File: config.mk
export PLATFORM = sky130hd
export DESIGN_NAME = product_accumulator
export DESIGN_NICKNAME = d
export VERILOG_FILES = /design/src/rtl/product_accumulator.sv
export SDC_FILE = /design/constraint.sdc
export NUM_CORES = 1
export LEC_CHECK = 0
export ABC_AREA = 1
export CAP_MARGIN = 5
export CORE_MARGIN = 8
export CORE_UTILIZATION = 55
export CTS_BUF_LIST = sky130_fd_sc_hd__clkbuf_8
export CTS_CLUSTER_SIZE = 28
export DETAILED_ROUTE_END_ITERATION = 7
export PLACE_DENSITY = 0.82
export SLEW_MARGIN = 15
export SYNTH_ARGS = -nofsm -noshare
export SYNTH_HDL_FRONTEND = slang
export SYNTH_SLANG_ARGS = --single-unit
File: constraint.sdc
create_clock -name clk_i -period 2.1 [get_ports clk_i]
set_input_delay 0.21 -clock clk_i [delete_from_list [all_inputs] [get_ports clk_i]]
set_output_delay 0.21 -clock clk_i [all_outputs]
set_load 0.05 [all_outputs]
File: src/rtl/product_accumulator.sv
// product_accumulator: sums BLOCK_LEN consecutive unsigned products into one
// saturating result. Products arrive on a valid/ready input handshake. Each
// block result, with a sticky per-block overflow flag, leaves on a second
// valid/ready handshake.
module product_accumulator #(
   parameter int P_W       = 8,
   parameter int ACC_W     = 12,
   parameter int BLOCK_LEN = 4,
   localparam int IDX_W    = $clog2(BLOCK_LEN + 1)
) (
   input  logic             clk_i,
   input  logic             rst_i,
   input  logic             clear_i,
   input  logic [P_W-1:0]   p_i,
   input  logic             p_valid_i,
   output logic             p_ready_o,
   output logic [ACC_W-1:0] sum_o,
   output logic             sum_ovf_o,
   output logic             sum_valid_o,
   input  logic             sum_ready_i,
   output logic [IDX_W-1:0] idx_o
);

   typedef enum logic {ACC = 1'b0, HOLD = 1'b1} state_t;

   state_t             state_q, state_d;
   logic [ACC_W-1:0]   acc_q, acc_d;
   logic [IDX_W-1:0]   idx_q, idx_d;
   logic               sat_q, sat_d;
   logic [ACC_W-1:0]   sum_q, sum_d;
   logic               ovf_q, ovf_d;

   logic               accept;
   logic [ACC_W:0]     t;
   logic               sat_nxt;
   logic [ACC_W-1:0]   acc_nxt;
   logic               last;

   // The add is one bit wider than the accumulator so its carry shows the overflow.
   // Once the block has saturated it stays at all-ones until the block ends.
   always_comb begin
      accept  = p_valid_i & (state_q == ACC);
      t       = {1'b0, acc_q} + {{(ACC_W + 1 - P_W){1'b0}}, p_i};
      sat_nxt = sat_q | t[ACC_W];
      acc_nxt = sat_nxt ? {ACC_W{1'b1}} : t[ACC_W-1:0];
      last    = (idx_q == IDX_W'(BLOCK_LEN - 1));
   end

   // Next state. clear has priority over accept and sum_ready.
   // sum is never cleared. It keeps the last result after the hand-off.
   always_comb begin
      state_d = state_q;
      acc_d   = acc_q;
      idx_d   = idx_q;
      sat_d   = sat_q;
      sum_d   = sum_q;
      ovf_d   = ovf_q;
      if (clear_i) begin
         state_d = ACC;
         acc_d   = '0;
         idx_d   = '0;
         sat_d   = 1'b0;
         ovf_d   = 1'b0;
      end else begin
         case (state_q)
            ACC: begin
               if (accept) begin
                  if (last) begin
                     sum_d   = acc_nxt;
                     ovf_d   = sat_nxt;
                     acc_d   = '0;
                     idx_d   = '0;
                     sat_d   = 1'b0;
                     state_d = HOLD;
                  end else begin
                     acc_d = acc_nxt;
                     idx_d = idx_q + IDX_W'(1);
                     sat_d = sat_nxt;
                  end
               end
            end
            HOLD: begin
               if (sum_ready_i) state_d = ACC;
            end
            default: state_d = ACC;
         endcase
      end
   end

   // State registers. Reset is asynchronous, so any pending result is dropped at once.
   always_ff @(posedge clk_i or posedge rst_i) begin
      if (rst_i) begin
         state_q <= ACC;
         acc_q   <= '0;
         idx_q   <= '0;
         sat_q   <= 1'b0;
         sum_q   <= '0;
         ovf_q   <= 1'b0;
      end else begin
         state_q <= state_d;
         acc_q   <= acc_d;
         idx_q   <= idx_d;
         sat_q   <= sat_d;
         sum_q   <= sum_d;
         ovf_q   <= ovf_d;
      end
   end

   // Both handshake flags are decoded only from the state register.
   // There is no combinational path from sum_ready to p_ready.
   always_comb begin
      p_ready_o   = (state_q == ACC);
      sum_valid_o = (state_q == HOLD);
      sum_o       = sum_q;
      sum_ovf_o   = ovf_q;
      idx_o       = idx_q;
   end

endmodule
==> metrics <==
Critical Path Sink Type flop; row cnt 21; synthesized area 1840 um2; cell with the most instances after synthesis nand2_1; Slowest cell on crit path dfrtp_1; Yosys top cell by area dfrtp_1; CTS Root Cell clkbuf_8; hold_ws 0.287 ns; worst skew pair latency 0.29 ns; CTS Sinks 30; part of the power in registers 38.5%; peak supply drop 0.000601 V; ys flop type dfrtp_1; max frequency 0.507 GHz; Final nets 317; routed wire length 4460 um; clock share of power 27.8%; layout cells sized above 1 8.81%; CP Class reg -> reg; IO buf count 30; clk slew on worst S/H paths 0.07 ns; sequential element share of the synthesized area 40.8%; wire per inst 13.1 um; fraction of registers with async set or reset after synthesis 100%; fin crit period 1.97 ns; CTS tree done; I/O pins 31; grt ovf 0; initial DRC count 132; Via-to-Cell Ratio 5.15; top post-synthesis cells by count nand2_1 (112), inv_1 (31), dfrtp_1 (30); Die H 73.9 um; Critical Path AT 2.14 ns; area grow syn2layout 26.4%; combinational cell fraction of total power 33.7%; setup violators final 0; P per Cell Area 765 nW/um2; P_sw 0.658 mW; initial antenna violation count 0; Worst path most repeated cell nand2_1; worst min-delay path class in -> async; worst-path fanout max 6; RSZ-0062 raised after global routing no; Tcrit/Tclk final 94.0%; H-tree depth 2; WP data required 2.27 ns; Leak Pwr 1.26 nW; CTS max path bufs 2; ANT nets after route 0; Num CTS Buffers 5; largest incremental delay on the critical path 0.39 ns; top-area cell type share of the netlist area 40.8%; Core ar. 3280 um2; Max Transition Viols Final 0; Initial Util 56.0%; Ys Warns 0; Layout Cells excl Fill 341; postcts setup bufs 0; DRC violations left 0; final hold vios 0; post-DP HPWL 3530 um; Net Sw Frac 36.9%; synthesized area per cell 7.27 um2; diodes inserted 0; max_cap viols 0; total number of vias 1,756; largest net degree at the start of global routing 31; crit path cell chain ha_1, fa_2, nand3_1, nand3_2, nand3_1, nand2_2, nor2_4, buf_4, nand2_1, nand2_1, nand2_1; drt pass-1 iters 4; first-pass GRT wire length 7500 um; status complete, no violations; synth top area cells dfrtp_1 (41%), nand2_1 (23%), inv_1 (6.3%); gr usage total 17.9%; Placed Instances 333; gpl congestion 0.894; DIE WIDTH 73.9 um; post-synthesis register bit count 30; CP startpoint kind flop; vias in the first global route 1,710; count of flip-flops with a built-in enable after synthesis 0; P_int 1.12 mW; die area 5450 um2; Syn Nets 276; Synth cell types 26; Post-Syn Instances 253; skew final 0.00965 ns; worst slew pin tran 1.10 ns; Slew headroom 26.4%
==> worst max-delay path: cells and delay by family (launching register included) <==
| kind | cells | cell delay [ns] |
|---|---|---|
| simple gates | 8 | 0.74 |
| fa+ha+maj | 2 | 0.58 |
| flops | 1 | 0.39 |
| buf+inv | 1 | 0.17 |
==> state kept, by name (all words and copies together) (netlist names) <==
| name | flops |
|---|---|
| idx_o | 3 |
| acc_q | 12 |
| sum_valid_o | 1 |
| sat_q | 1 |
| sum_o | 12 |
| sum_ovf_o | 1 |
==> power by group through the flow <==
stage | clock network [mW] | registers, mW | logic, mW
after floorplan | 0 | 0.824 | 0.272
after global placement | 0 | 0.693 | 0.588
after detailed placement | 0 | 0.695 | 0.599
after CTS | 0.499 | 0.686 | 0.602
after global routing | 0.518 | 0.693 | 0.649
final | 0.495 | 0.687 | 0.600
==> metal layers <==
metal | vias to the layer above | GRT usage, % | part of all wire, %
met4 | 0 | 7.54 | 2.3
met3 | 10 | 4.23 | 6.7
met2 | 65 | 31.0 | 49
met5 | - | 0 | 0
li1 | 868 | - | -
met1 | 813 | 20.3 | 42
==> per-stage QoR <==
| step | worst slack, ns | power, mW | area (um2) | setup TNS, ns | utilization [%] |
|---|---|---|---|---|---|
| floorplan | 0.191 | 1.10 | 1840 | 0 | - |
| global placement | -0.0403 | 1.28 | 2230 | -0.282 | 67.8 |
| detailed placement | -0.155 | 1.29 | 2230 | -1.96 | 67.8 |
| CTS | 0.103 | 1.79 | 2320 | 0 | 70.7 |
| global route | 0.0273 | 1.86 | 2330 | 0 | 70.9 |
| finish | 0.126 | 1.78 | 2330 | 0 | 70.9 |
==> kinds of logic after synthesis <==
logic type / after synthesis / share of synthesized area [%]
AOI/OAI and AO/OA: 16 / 5.17
xor gates and xnor gates: 4 / 1.90
adders and majority gates: 10 / 7.21
buffers and inverters: 38 / 9.11
DFF: 30 / 40.8
and+or+nand+nor: 155 / 35.8
==> layout by cell type (no fill, tap or decap), drive strengths merged, types with 6 or more instances in the layout <==
master and count:
nor2 18, nand3 17, nand2 113, buf 10, ha 9, inv 32
o21ai 7, dfrtp 30, clkdlybuf4s50 30, clkbuf 6
==> worst paths after layout <==
path	from	to	slack, ns	depth (start not counted)
min in group clk_i	sum_o[10]$_DFFE_PP0P_	sum_o[10]$_DFFE_PP0P_	0.48	2
worst min-delay path	rst_i	sum_o[3]$_DFFE_PP0P_	0.29	3
worst min register to register	sum_o[10]$_DFFE_PP0P_	sum_o[10]$_DFFE_PP0P_	0.48	2
worst max register to register	acc_q[0]$_DFFE_PP0P_	acc_q[3]$_DFFE_PP0P_	0.13	11
max in group asynchronous	rst_i	sum_o[0]$_DFFE_PP0P_	1.54	3
worst max-delay path	acc_q[0]$_DFFE_PP0P_	acc_q[3]$_DFFE_PP0P_	0.13	11
==> cell type report <==
class | count | area [um2]
clock buffer | 6 | 82.6
clock inverter | 2 | 12.5
tap | 46 | 57.6
multi-input combinational | 185 | 925
timing repair buffer | 40 | 379
inverter | 32 | 120
fill | 274 | 957
sequential | 30 | 751
==> timing repair <==
item / CTS / global route
endpoints found under the setup margin: 0 / 2
gates resized for setup: 0 / 3
hold buffers: 0 / 0
Power figures use the tool's default switching activity.
